<file path="src/rtl/muldiv_pkg.sv">
// rtl/muldiv_pkg.sv - shared opcodes, FSM state and pipeline struct fields for the M-extension unit
package muldiv_pkg;

    localparam logic [2:0] MUL    = 3'b000;
    localparam logic [2:0] MULH   = 3'b001;
    localparam logic [2:0] MULHSU = 3'b010;
    localparam logic [2:0] MULHU  = 3'b011;
    localparam logic [2:0] DIV    = 3'b100;
    localparam logic [2:0] DIVU   = 3'b101;
    localparam logic [2:0] REM    = 3'b110;
    localparam logic [2:0] REMU   = 3'b111;

    typedef enum logic [1:0] {
        IDLE,
        CALC,
        FIXUP
    } muldiv_state_t;

    typedef struct packed {
        logic       is_muldiv;
        logic [2:0] funct3;
    } idex_t;

    typedef struct packed {
        logic MulDivBusyE;
    } hazard_in_t;

    // funct3[2] separates the divide family from the multiply family
    function automatic logic is_div_op(input logic [2:0] f3);
        return f3[2];
    endfunction

endpackage

</file>
<file path="src/rtl/muldiv_step.sv">
// rtl/muldiv_step.sv - one radix-2 shift-add multiply or restoring divide iteration
module muldiv_step #(
    parameter int XLEN = 32
) (
    input  logic            i_is_div,
    input  logic [XLEN-1:0] i_acc,
    input  logic [XLEN-1:0] i_lo,
    input  logic [XLEN-1:0] i_op2,
    output logic [XLEN-1:0] o_acc,
    output logic [XLEN-1:0] o_lo
);

    logic [XLEN:0] w_sum;
    logic [XLEN:0] w_shift;
    logic [XLEN:0] w_diff;

    always_comb begin
        w_sum   = {1'b0, i_acc} + (i_lo[0] ? {1'b0, i_op2} : '0);
        w_shift = {i_acc, i_lo[XLEN-1]};
        w_diff  = w_shift - {1'b0, i_op2};
        o_acc   = '0;
        o_lo    = '0;
        if (i_is_div) begin
            // a set top bit of the difference means the trial subtract borrowed: restore
            if (!w_diff[XLEN]) begin
                o_acc = w_diff[XLEN-1:0];
                o_lo  = {i_lo[XLEN-2:0], 1'b1};
            end else begin
                o_acc = w_shift[XLEN-1:0];
                o_lo  = {i_lo[XLEN-2:0], 1'b0};
            end
        end else begin
            {o_acc, o_lo} = {w_sum, i_lo[XLEN-1:1]};
        end
    end

endmodule

</file>
<file path="src/rtl/muldiv_unit.sv">
// rtl/muldiv_unit.sv - iterative RV32M/RV64M multiply-divide unit for the EX stage
module muldiv_unit
    import muldiv_pkg::*;
#(
    parameter  int XLEN  = 32,
    localparam int CNT_W = $clog2(XLEN) + 1
) (
    input  logic            clk,
    input  logic            reset,
    input  logic            start_i,
    input  logic [2:0]      funct3_i,
    input  logic [XLEN-1:0] a_i,
    input  logic [XLEN-1:0] b_i,
    input  logic            flush_i,
    output logic            busy_o,
    output logic            done_o,
    output logic [XLEN-1:0] result_o
);

    muldiv_state_t r_state, w_next_state;

    logic [2:0]       r_op;
    logic             r_neg;
    logic [XLEN-1:0]  r_acc;
    logic [XLEN-1:0]  r_lo;
    logic [XLEN-1:0]  r_op2;
    logic [CNT_W-1:0] r_cnt;
    logic [XLEN-1:0]  r_result;
    logic             r_done;

    logic             w_is_div;
    logic             w_a_signed, w_b_signed;
    logic             w_a_neg, w_b_neg;
    logic [XLEN-1:0]  w_a_mag, w_b_mag;
    logic             w_div_zero, w_ovf, w_special;
    logic [XLEN-1:0]  w_step_acc, w_step_lo;
    logic [2*XLEN-1:0] w_prod, w_prod_s;
    logic [XLEN-1:0]  w_quo, w_rem, w_fix;

    assign w_is_div   = is_div_op(funct3_i);
    assign w_a_signed = (funct3_i == MULH) || (funct3_i == MULHSU) || (funct3_i == DIV) || (funct3_i == REM);
    assign w_b_signed = (funct3_i == MULH) || (funct3_i == DIV) || (funct3_i == REM);
    assign w_a_neg    = w_a_signed & a_i[XLEN-1];
    assign w_b_neg    = w_b_signed & b_i[XLEN-1];
    assign w_a_mag    = w_a_neg ? -a_i : a_i;
    assign w_b_mag    = w_b_neg ? -b_i : b_i;
    assign w_div_zero = w_is_div && (b_i == '0);
    assign w_ovf      = ((funct3_i == DIV) || (funct3_i == REM))
                        && (a_i == {1'b1, {(XLEN-1){1'b0}}}) && (b_i == '1);
    assign w_special  = w_div_zero | w_ovf;

    muldiv_step #(.XLEN(XLEN)) u_step (
        .i_is_div (is_div_op(r_op)),
        .i_acc    (r_acc),
        .i_lo     (r_lo),
        .i_op2    (r_op2),
        .o_acc    (w_step_acc),
        .o_lo     (w_step_lo)
    );

    // Sign correction and half selection; special cases arrive with r_neg clear
    assign w_prod   = {r_acc, r_lo};
    assign w_prod_s = r_neg ? -w_prod : w_prod;
    assign w_quo    = r_neg ? -r_lo : r_lo;
    assign w_rem    = r_neg ? -r_acc : r_acc;

    always_comb begin
        w_fix = '0;
        case (r_op)
            MUL:                  w_fix = w_prod_s[XLEN-1:0];
            MULH, MULHSU, MULHU:  w_fix = w_prod_s[2*XLEN-1:XLEN];
            DIV, DIVU:            w_fix = w_quo;
            default:              w_fix = w_rem;
        endcase
    end

    always_ff @(posedge clk or posedge reset) begin
        if (reset) r_state <= IDLE;
        else       r_state <= w_next_state;
    end

    always_comb begin
        w_next_state = r_state;
        case (r_state)
            IDLE:    if (start_i) w_next_state = w_special ? FIXUP : CALC;
            CALC:    if (r_cnt == CNT_W'(1)) w_next_state = FIXUP;
            FIXUP:   w_next_state = IDLE;
            default: w_next_state = IDLE;
        endcase
        if (flush_i) w_next_state = IDLE;
    end

    always_ff @(posedge clk or posedge reset) begin
        if (reset) begin
            r_op     <= '0;
            r_neg    <= 1'b0;
            r_acc    <= '0;
            r_lo     <= '0;
            r_op2    <= '0;
            r_cnt    <= '0;
            r_result <= '0;
            r_done   <= 1'b0;
        end else begin
            r_done <= 1'b0;
            if (!flush_i) begin
                case (r_state)
                    IDLE: if (start_i) begin
                        r_op  <= funct3_i;
                        r_cnt <= CNT_W'(XLEN);
                        r_op2 <= w_is_div ? w_b_mag : w_a_mag;
                        if (w_div_zero) begin
                            r_lo  <= '1;
                            r_acc <= a_i;
                            r_neg <= 1'b0;
                        end else if (w_ovf) begin
                            r_lo  <= a_i;
                            r_acc <= '0;
                            r_neg <= 1'b0;
                        end else begin
                            r_lo  <= w_is_div ? w_a_mag : w_b_mag;
                            r_acc <= '0;
                            r_neg <= (funct3_i == REM) ? w_a_neg : (w_a_neg ^ w_b_neg);
                        end
                    end
                    CALC: begin
                        r_acc <= w_step_acc;
                        r_lo  <= w_step_lo;
                        r_cnt <= r_cnt - CNT_W'(1);
                    end
                    FIXUP: begin
                        r_result <= w_fix;
                        r_done   <= 1'b1;
                    end
                    default: ;
                endcase
            end
        end
    end

    assign busy_o   = (r_state != IDLE);
    assign done_o   = r_done;
    assign result_o = r_result;

endmodule

</file>
<file path="config.mk">
export PLATFORM = sky130hd
export DESIGN_NAME = muldiv_unit
export DESIGN_NICKNAME = d
export VERILOG_FILES = /design/src/rtl/muldiv_pkg.sv /design/src/rtl/muldiv_step.sv /design/src/rtl/muldiv_unit.sv
export SDC_FILE = /design/constraint.sdc
export NUM_CORES = 1
export LEC_CHECK = 0
export BUFFER_PORTS_ARGS = -buffer_cell sky130_fd_sc_hd__buf_4
export CAP_MARGIN = 10
export CELL_PAD_IN_SITES_DETAIL_PLACEMENT = 1
export CELL_PAD_IN_SITES_GLOBAL_PLACEMENT = 1
export CORE_ASPECT_RATIO = 0.5
export CORE_MARGIN = 5
export CORE_UTILIZATION = 46
export CTS_BUF_LIST = sky130_fd_sc_hd__clkbuf_4 sky130_fd_sc_hd__clkbuf_8 sky130_fd_sc_hd__clkbuf_16
export DETAILED_ROUTE_END_ITERATION = 8
export GPL_ROUTABILITY_DRIVEN = 0
export PLACE_DENSITY_LB_ADDON = 0.15
export SETUP_SLACK_MARGIN = 0.4
export SLEW_MARGIN = 20
export SYNTH_ARGS = -nofsm -noshare
export SYNTH_HDL_FRONTEND = slang
export SYNTH_SLANG_ARGS = --single-unit
</file>
<file path="constraint.sdc">
create_clock -name clk -period 5.6 [get_ports clk]
set_input_delay 1.12 -clock clk [delete_from_list [all_inputs] [get_ports clk]]
set_output_delay 1.12 -clock clk [all_outputs]
set_load 0.03 [all_outputs]
</file>
---- Yosys cells after proc, flatten, opt, wreduce, memory -nomap -nowiden ----
Cells that the tools add are included.
cells by class
  add/sub/neg operators ................... 8
  equality and inequality tests ........... 17
  muxes and demuxes ....................... 32
  bitwise gates (word level) .............. 5
  reduce and logical (&&, ||, !) cells .... 20
operator list
  cell                                                                    number
  32-bit two-way mux                                                      15
  32-bit negation                                                         4
  32-bit one-hot mux with 2 select lines                                  2
  32-bit one-hot mux with 3 select lines                                  1
  32-bit equality test (second input constant)                            2
  64-bit two-way mux                                                      1
  64-bit negation                                                         1
  32-bit by 33-bit adder with 33-bit output                               1
  33-bit by 32-bit subtractor with 33-bit output                          1
  32-bit zero test                                                        1
  3-bit equality test (second input constant)                             4
  6-bit one-hot mux with 2 select lines                                   1
  3-bit by 2-bit equality test with 1-bit output (second input constant)  3
  2-bit two-way mux                                                       4
  3-bit by 1-bit equality test with 1-bit output (second input constant)  2
  6-bit by 1-bit equality test with 1-bit output (second input constant)  1
  1-bit logical OR                                                        6
  1-bit two-way mux                                                       6
  6-bit two-way mux                                                       1
  3-bit inequality test (second input constant)                           2
  3-bit AND reduction                                                     2
  6-bit by 1-bit subtractor with 6-bit output (second input constant)     1
  2-bit one-hot mux with 2 select lines                                   1
  2-bit AND reduction                                                     2
  other kinds (13)                                                        17
word-level totals
  flip-flop bits (word level) ............. 141
  bits of input ports ..................... 71
  output and inout bits ................... 34
  logic and storage cells ................. 91

---- Longest topological paths before layout ----
Gate-level depths: netlist of run 1.
  word-level depth ........................ 11
  depth in mapped cells ................... 16
  depth with buffers taken out ............ 13

---- Cells and area by module ----
A second synthesis of run 1 with hierarchy kept.
second synthesis, totals
  cells, all modules ...................... 2005
  area total of the unflattened synthesis .. 15407.3 µm²
modules (own cells, without submodules)
  module       times used  cells an instance  area each (µm²)  sequential area each (µm²)
  muldiv_unit  1           1317               10586.4          3528.4
  muldiv_step  1           688                4820.9           0.0

---- Worst setup path before layout of run 1 ----
OpenSTA, ideal clock, no wires.
  path type ............................... register -> register
  from .................................... register r_acc[0]
  to ...................................... register r_acc[0]
  setup time .............................. 0.130 ns
  data arrival time ....................... 3.671 ns
  required time ........................... 5.470 ns
  path slack .............................. 1.798 ns
  stages on the path, launching flop included .. 17
  path buffers ............................ 4
  period minus slack after synthesis ...... 3.802 ns
  cell sequence ........................... dfrtp_1 > clkbuf_1 > inv_1 > fa_1 > nand2b_1 > a21oi_1 > o211ai_1 > o211ai_1 > a21oi_1 > o21ai_0 > xor2_1 > buf_2 > buf_2 > clkbuf_1 > nand2_1 > o211ai_1 > a21oi_1
between the ends
  longest elaborated chain between the ends .. 4
  elaborated cells between the ends (all ways) .. 5
  classes of those cells .................. 2 x add/sub; 3 x mux
ends and longest elaborated chain
  item                                            RTL line            source
  start, declared                                 muldiv_unit.sv:24   logic [XLEN-1:0] r_acc;
  start signal, assigned                          muldiv_unit.sv:113  r_acc <= a_i;
  start signal, assigned                          muldiv_unit.sv:126  r_acc <= w_step_acc;
  33-bit by 32-bit subtractor with 33-bit output  muldiv_step.sv:20   w_diff = w_shift - {1'b0, i_op2};
  32-bit two-way mux                              muldiv_step.sv:25   if (!w_diff[XLEN]) begin
  32-bit two-way mux (*)                          muldiv_step.sv:23   if (i_is_div) begin
  32-bit one-hot mux with 2 select lines (*)      muldiv_unit.sv:106  case (r_state)
Mark *: on every way between the ends. The rest lies on a longest branch, timed or not.
A chain may end at the register's enable or synchronous reset.

---- Worst setup path in the final report of run 1 ----
  from .................................... register r_acc[0]
  to ...................................... register r_acc[6]
The elaborated chain is that of the path after synthesis.

==> impl_metrics.py, run 1 <==
metrics = {
    "finish": {
        "register_area_sq_um": 3530,
        "fin_nets": 2091,
        "multi_input_area_sq_um": 10200,
        "layout_commonest_cell": "nand2_1",
        "fill_cells": 3938,
        "final_cell_mix": "nand2_1, a21oi_1, o21ai_0",
        "drive_above_1_share": 0.114,
        "stdcell_count": 2384,
        "areaGrowthSynthToFinish_pct": 11.9,
    },
    "synth": {
        "syn_inst": 1928,
        "yosysTopAreaCellShare": 0.245,
        "syn_area_sq_um": 14400,
        "ys_seq_area_frac": 0.245,
        "yosys.area.top_type": "dfrtp_1",
        "async_flop_share": 1.00,
        "synth-edff-count": 0,
        "synthTopCellsByArea": "dfrtp_1, a21oi_1, nand2_1, xnor2_1, ha_1",
        "synth_seq_cells": 141,
        "synth.distinct_cells": 70,
        "synth_warnings": 0,
        "synth_fp_nets": 2072,
        "syn_area_per_cell_sq_um": 7.48,
        "synth_top_flop_cell": "dfrtp_1",
    },
    "placed_design": {
        "dp.cells": 2351,
        "dp_slack_ps": 1060,
        "placement.io_buffers": 104,
        "dp.final_hpwl_microns": 46500,
    },
    "drt": {
        "vias_per_cell": 6.52,
        "num_vias": 15549,
        "drt-total-wl_microns": 61300,
        "drc": 0,
        "wire_per_inst_microns": 25.7,
        "drtAntennaViolNets": 0,
        "drt-initial-drc-count": 1598,
        "drtPass1Iterations": 7,
    },
    "cts": {
        "clkTransAtPathRegs_ps": 70,
        "cts_setup_buffers": 0,
        "cts_made_buffers": 17,
        "clockBufferDepth": 2,
        "clkSinkCount": 141,
        "cts_resized": 0,
        "h-tree-depth": 4,
        "cts_tree": "done",
        "clk-insertion-delay-late_ps": 460,
        "cts-root-buf": "clkbuf_16",
        "ctsHoldBuffers": 0,
    },
    "sta": {
        "maxSlewHeadroom": 0.268,
        "worst_slew_pin_slew_ps": 1090,
        "finalSetupViolations": 0,
        "fin_setup_tns_ps": 0,
        "rsz0062_at_grt": "no",
        "finalMaxSlewViolations": 0,
        "fin_skew_ps": 12.4,
        "setup_slack_ps": 931,
        "min_period_over_period": 0.834,
        "layout_min_cycle_time_ps": 4670,
        "hold_viol": 0,
        "max_freq_ghz": 0.214,
    },
    "floorplan": {
        "initial_core_util": 0.471,
        "die_w_microns": 260,
        "die_h_microns": 135,
        "io_pins": 105,
        "core_sq_um": 30600,
        "std_cell_rows": 45,
        "die-area_sq_um": 35200,
    },
    "setup_path": {
        "cp.arrival_ps": 5010,
        "cp_max_fo": 24,
        "cp-start-kind": "flip-flop",
        "worstSetupEndpointType": "flip-flop",
        "crit_type": "flip-flop to flip-flop",
        "worstPathRequired_ps": 5940,
    },
    "power_and_ir_drop": {
        "cellLeakagePower_nw": 6.80,
        "powerDensity_nw_per_um2": 703,
        "total_power_w": 0.0113,
        "vdd_drop_max_uv": 298,
    },
    "grt": {
        "grt_busiest_layer": "met1",
        "use_met2": 0.467,
        "grt_use_met1": 0.500,
        "gr-usage-met3": 0.148,
        "grt_pass1_vias": 14794,
        "grt_pass1_wl_microns": 91500,
        "globalRouteOverflowTotal": 0,
        "grt_max_degree": 113,
        "grtUsageTotal": 0.340,
        "antenna_found_initial": 1,
    },
    "min_path": {
        "hold_path.class": "flip-flop to flip-flop",
    },
    "run": {
        "maxCapViolCount": 0,
    },
    "run_status": {
        "status": "finished, final reports clean",
    },
}
-- state kept, by name, indices dropped and copies added, names as in the netlist --
name and count:
r_op 3, done_o 1, r_lo 32, r_cnt 6
r_neg 1, r_acc 32, r_op2 32, r_state 2
result_o 32
-- worst paths after layout --
kind                               from            to  slack (ps)  depth (start not counted)
hold / removal             result_o[26]  result_o[26]         470                          2
min in group asynchronous         reset   result_o[5]         630                          2
setup / recovery               r_acc[0]      r_acc[6]         930                         13
hold reg to reg            result_o[26]  result_o[26]         470                          2
max in group asynchronous         reset       r_op[2]        3950                          3
setup reg to reg               r_acc[0]      r_acc[6]         930                         13
-- power breakdown --
part           switching [W]  internal, W  leakage (nW)
combinational        0.00474      0.00294          4.76
sequential          0.000932      0.00148          1.75
clock               0.000523     0.000725         0.288
total                0.00620      0.00515          6.80
-- cell usage after synthesis, types with 5 or more instances --
library cell,number
and3_1,6
o22ai_1,15
and2_1,5
a21o_1,22
or2_2,9
nor3_1,49
nor2b_1,13
nand4_1,20
o31ai_1,32
a221o_1,6
nor4_1,15
ha_1,71
a21oi_1,196
a22o_1,5
a211o_1,9
o21a_1,12
o221ai_1,16
o311ai_0,10
o41ai_1,17
or3_1,14
mux2_2,25
xnor2_1,103
nand3_1,37
nor2_1,154
dfrtp_1,141
a211oi_1,15
clkbuf_1,124
mux2i_1,45
o21bai_1,11
a221oi_1,16
nand2_1,247
o21ai_1,10
o211ai_1,47
o21ai_0,155
or4_1,19
xor2_1,83
buf_1,6
a31oi_1,8
inv_1,66
nand2b_1,21
-- cell type report --
cell class,count,area share
flip-flops and latches,141,0.219
clock buffers,19,0.0281
well taps,423,0.0328
clock inverters,13,0.0102
multi-input cells,1584,0.630
repair buffers,134,0.0639
diodes,1,0.000155
inverters,69,0.0164
-- critical path: stages (launching register included) --
cell and delay [ps]:
dfrtp_1 530, inv_1 190, fa_1 480, nand2b_1 190
a21oi_1 190, o211ai_1 230, o211ai_1 440, a21oi_1 230
o21ai_0 470, xor2_4 610, buf_12 270, mux2_2 350
a211oi_1 240, o31ai_1 110
-- cells by family (layout without fill, tap and decap cells) --
kind of cell / count (synthesis) / in the layout / synth area share
AOI/OAI and AO/OA: 629 / 629 / 0.274
xor gates and xnor gates: 186 / 186 / 0.113
adders and majority gates: 73 / 73 / 0.0644
buffers and inverters: 203 / 235 / 0.0536
DFF: 141 / 141 / 0.245
muxes: 70 / 70 / 0.0507
other: 0 / 1 / 0
and+or+nand+nor: 626 / 626 / 0.200
-- metal layers --
layer / wire (microns) / part of all wire
met2: 23700 / 0.39
met3: 9400 / 0.15
met1: 27700 / 0.45
met4: 575 / 0.0094
met5: 0 / 0
-- through the flow --
step                      area, sq um  hold WS (ps)   util
final                           16100           475  0.527
after global routing            16100           498  0.527
after CTS                       16100           485  0.527
after detailed placement        15500           471  0.507
after global placement          15500           463  0.507
after floorplan                 14400           450      -
Power figures use the tool's default switching activity.
==> run 2: changes to the inputs <==
Clock period 5.6 ns to 4.36 ns, I/O delays scaled along.
==> impl_metrics.py, run 2 (synthesized netlist as in run 1, its figures left out) <==
metrics = {
    "run_status": {
        "status": "finished, final reports clean",
    },
    "drt": {
        "drc": 0,
        "wire_per_inst_microns": 25.5,
        "drtPass1Iterations": 5,
        "num_vias": 15583,
        "drtAntennaViolNets": 0,
        "vias_per_cell": 6.46,
        "drt-total-wl_microns": 61500,
        "drt-initial-drc-count": 1571,
    },
    "placed_design": {
        "dp_slack_ps": 312,
        "dp.final_hpwl_microns": 47100,
        "placement.io_buffers": 104,
    },
    "power_and_ir_drop": {
        "pwr-share-comb": 0.695,
        "cellLeakagePower_nw": 6.96,
        "vdd_drop_max_uv": 317,
        "p_clk_frac": 0.103,
        "powerDensity_nw_per_um2": 913,
        "switching_share": 0.546,
        "switching_power_w": 0.00820,
        "p_int_w": 0.00681,
        "p_seq_frac": 0.202,
    },
    "grt": {
        "grt_pass1_wl_microns": 92200,
        "grtUsageTotal": 0.341,
        "grt_pass1_vias": 14981,
        "antenna_found_initial": 0,
        "grt_max_degree": 142,
        "globalRouteOverflowTotal": 0,
    },
    "sta": {
        "whs_ps": 473,
        "finalSetupViolations": 0,
        "min_period_over_period": 0.891,
        "setup_slack_ps": 476,
        "maxSlewHeadroom": 0.275,
        "rsz0062_at_grt": "yes",
        "max_freq_ghz": 0.257,
        "worst_slew_pin_slew_ps": 1080,
        "fin_setup_tns_ps": 0,
        "hold_viol": 0,
        "fin_skew_ps": 11.8,
        "layout_min_cycle_time_ps": 3880,
        "finalMaxSlewViolations": 0,
    },
    "cts": {
        "h-tree-depth": 4,
        "clockBufferDepth": 2,
        "cts_made_buffers": 17,
        "clkSinkCount": 141,
        "clkTransAtPathRegs_ps": 70,
        "clk-insertion-delay-late_ps": 460,
        "cts_tree": "done",
        "ctsHoldBuffers": 0,
        "cts-root-buf": "clkbuf_16",
    },
    "setup_path": {
        "worstSetupEndpointType": "flip-flop",
        "cp_max_fo": 14,
        "slowest_delay_ps": 430,
        "crit_slowest_cell": "fa_1",
        "cp-start-kind": "flip-flop",
        "worstPathRequired_ps": 4700,
        "cp.arrival_ps": 4220,
        "crit_type": "flip-flop to flip-flop",
        "worstPathCellList": "inv_1 > ha_1 > fa_1 > nand2b_1 > a21oi_2 > o211ai_1 > o211ai_1 > buf_4 > a21oi_2 > o21ai_1 > buf_4 > xor2_4 > buf_12 > mux2_2 > a211oi_1 > o31ai_1",
    },
    "min_path": {
        "hold_path.class": "flip-flop to flip-flop",
    },
    "finish": {
        "fin_nets": 2122,
        "final_cell_mix": "nand2_1, a21oi_1, buf_4",
        "final_util": 0.536,
        "layout_commonest_cell": "nand2_1",
        "drive_above_1_share": 0.134,
        "antennaDiodeCount": 0,
        "areaGrowthSynthToFinish_pct": 13.9,
    },
    "run": {
        "maxCapViolCount": 0,
    },
    "floorplan": {
        "io_pins": 105,
        "die_w_microns": 260,
        "std_cell_rows": 45,
        "die_h_microns": 135,
        "die-area_sq_um": 35200,
        "initial_core_util": 0.471,
        "core_sq_um": 30600,
    },
}
## run 2: path summary, 6_finish.rpt
kind | depth (start not counted) | endpoint | slack (ps) | from
setup / recovery | 16 | r_acc[6] | 480 | r_lo[31]
hold / removal | 2 | result_o[26] | 470 | result_o[26]
setup reg to reg | 16 | r_acc[6] | 480 | r_lo[31]
hold reg to reg | 2 | result_o[26] | 470 | result_o[26]
max in group asynchronous | 3 | r_op[2] | 3020 | reset
min in group asynchronous | 3 | result_o[5] | 620 | reset
## run 2: cell type report
type	count	area, sq um
multi-input combinational	1584	10200
fill	3928	14200
clock buffer	19	447
sequential	141	3530
inverter	69	264
clock inverter	13	140
timing repair buffer	165	1310
tap	423	529
## run 2: critical path: cells and delay by family, from the launching register on
kind                       cells  cell delay, ps
and+or+nand+nor                1             210
xor gates and xnor gates       1             240
adders and majority gates      2             680
muxes                          1             350
DFF                            1             420
AOI/OAI and AO/OA              7            1200
buffers and inverters          4             620
## run 2: power groups by stage
stage	registers, W	logic (W)	clock network, W
floorplan	0.00265	0.00682	0
global placement	0.00291	0.00958	0
detailed placement	0.00295	0.00980	0
CTS	0.00293	0.00995	0.00154
global route	0.00306	0.0112	0.00160
finish	0.00304	0.0104	0.00154
## run 2: stage by stage
step,cells,cell area (sq um),total power (W)
floorplan,1928,14400,0.00947
global placement,2379,15800,0.0125
detailed placement,2379,15800,0.0128
CTS,2413,16400,0.0144
global route,2414,16400,0.0159
finish,2414,16400,0.0150
## run 2: layer usage
| layer | up-vias | part of all wire | GRT usage |
|---|---|---|---|
| li1 | 7075 | - | - |
| met1 | 7670 | 0.46 | 0.514 |
| met2 | 774 | 0.39 | 0.462 |
| met3 | 64 | 0.14 | 0.130 |
| met4 | 0 | 0.012 | 0.0618 |
| met5 | - | 0 | 0 |
## run 2: repair_timing
item	in CTS	in global routing
setup endpoints to repair	27	29
cloned	0	1
setup buffers	2	0
gates resized for setup	2	15
pin swaps	1	0
==> run 3: changes to the inputs <==
Settings changed: BUFFER_PORTS_ARGS -buffer_cell sky130_fd_sc_hd__buf_4 to -buffer_cell sky130_fd_sc_hd__buf_2.
==> impl_metrics.py, run 3 (synthesized netlist as in run 1, its figures left out) <==
metrics = {
    "run_status": {
        "status": "finished, final reports clean",
    },
    "cts": {
        "clk-insertion-delay-late_ps": 470,
        "clkTransAtPathRegs_ps": 60,
        "cts-root-buf": "clkbuf_16",
        "h-tree-depth": 4,
        "cts_tree": "done",
        "clockBufferDepth": 2,
        "ctsHoldBuffers": 0,
        "clkSinkCount": 141,
        "cts_made_buffers": 17,
    },
    "finish": {
        "final_area_sq_um": 16200,
        "layout_commonest_cell": "nand2_1",
        "fin_nets": 2129,
        "areaGrowthSynthToFinish_pct": 12.5,
        "final_cell_mix": "nand2_1, a21oi_1, o21ai_0",
        "drive_above_1_share": 0.135,
        "antennaDiodeCount": 0,
        "fill_cells": 3913,
        "final_util": 0.530,
    },
    "drt": {
        "drt-total-wl_microns": 61800,
        "drtPass1Iterations": 5,
        "drt-initial-drc-count": 1446,
        "num_vias": 15567,
        "vias_per_cell": 6.43,
        "drc": 0,
        "wire_per_inst_microns": 25.5,
        "drtAntennaViolNets": 0,
    },
    "sta": {
        "min_period_over_period": 0.871,
        "layout_min_cycle_time_ps": 3800,
        "finalSetupViolations": 0,
        "maxSlewHeadroom": 0.249,
        "worst_slew_pin_slew_ps": 1120,
        "max_freq_ghz": 0.263,
        "fin_setup_tns_ps": 0,
        "hold_viol": 0,
        "fin_skew_ps": 14.9,
        "finalMaxSlewViolations": 0,
        "rsz0062_at_grt": "no",
    },
    "setup_path": {
        "worstSetupEndpointType": "flip-flop",
        "r2r_end": "result_o[28]",
        "r2r_cells": 13,
        "cp.arrival_ps": 4180,
        "cp-start-kind": "flip-flop",
        "timing.rr.start": "r_lo[0]",
        "crit_type": "flip-flop to flip-flop",
        "regToRegSetupSlack_ps": 560,
        "cp_max_fo": 9,
        "worstPathRequired_ps": 4750,
    },
    "min_path": {
        "whs_endpoint": "result_o[26]",
        "hold_depth": 2,
        "min_from": "result_o[26]",
        "hold_path.class": "flip-flop to flip-flop",
    },
    "grt": {
        "antenna_found_initial": 0,
        "grt_pass1_wl_microns": 92600,
        "grt_max_degree": 142,
        "grtUsageTotal": 0.344,
        "globalRouteOverflowTotal": 0,
        "grt_pass1_vias": 15110,
    },
    "power_and_ir_drop": {
        "vdd_drop_max_uv": 546,
        "powerDensity_nw_per_um2": 919,
        "cellLeakagePower_nw": 6.95,
    },
    "floorplan": {
        "core_sq_um": 30600,
        "initial_core_util": 0.471,
        "die_h_microns": 135,
        "io_pins": 105,
        "die-area_sq_um": 35200,
        "die_w_microns": 260,
        "std_cell_rows": 45,
    },
    "placed_design": {
        "placement.io_buffers": 104,
        "dp.final_hpwl_microns": 47200,
        "dpl_cell_area_sq_um": 15600,
    },
    "run": {
        "maxCapViolCount": 0,
    },
}
## run 3: cell count changes in the layout (fill, tap and decap cells not counted), moves of 2 or more
cell        before  now
buf_4          159   63
inv_1           63   65
buf_2            0  104
clkbuf_4         1    3
clkinv_4         1    5
clkinvlp_4       5    1
inv_2            2    0
clkinv_2         4    2
## run 3: cell type report
class                   instances  area (sq um)  area share
repair buffers                172          1080      0.0669
inverters                      69           265      0.0164
clock buffers                  20           448      0.0276
clock inverters                12           161     0.00995
flip-flops and latches        141          3530       0.218
well taps                     423           529      0.0326
multi-input cells            1584         10200       0.629
## run 3: worst max path at each step
stage                   from      endpoint  slack, ps  cells after the start
floorplan           r_acc[0]      r_acc[0]        560                     16
global placement     r_lo[0]     r_acc[30]        410                     14
detailed placement  r_lo[31]      r_acc[6]        230                     14
CTS                 r_lo[31]      r_acc[6]        420                     14
global route        r_op2[1]     r_acc[31]        400                     12
finish               r_lo[0]  result_o[28]        560                     13
## run 3: timing repair
item	CTS	global route
pin swaps	0	2
gates resized for setup	3	9
endpoints found under the setup margin	16	30
setup buffers	0	2
## run 3: where the power goes
group          internal, W  switching [W]
clock             0.000924       0.000666
combinational      0.00388        0.00660
sequential         0.00191       0.000926
## run 3: stage by stage
stage / hold slack, ps / instances / setup WS, ps / power [W]
CTS: 475 / 2419 / 421 / 0.0144
finish: 463 / 2421 / 562 / 0.0149
floorplan: 450 / 1928 / 558 / 0.00947
global placement: 449 / 2387 / 411 / 0.0125
detailed placement: 461 / 2387 / 234 / 0.0128
global route: 498 / 2421 / 401 / 0.0157
## run 3: worst max-delay path, stage by stage (launching register included)
cell      delay [ps]
dfrtp_1          420
inv_4            140
buf_4            190
ha_1             170
or3b_2           500
or4_4            450
or3_4            450
nand3b_4         220
and2_4           210
or3_4            420
o21ai_1          200
xnor2_1          140
o21ai_1           70
o21ai_1          150
## run 3: layer usage
| metal | up-vias | global-route usage | wire length, microns |
|---|---|---|---|
| met5 | - | 0 | 0 |
| met4 | 0 | 0.0539 | 606 |
| met1 | 7674 | 0.505 | 28100 |
| met2 | 764 | 0.468 | 23700 |
| li1 | 7086 | - | - |
| met3 | 43 | 0.156 | 9320 |
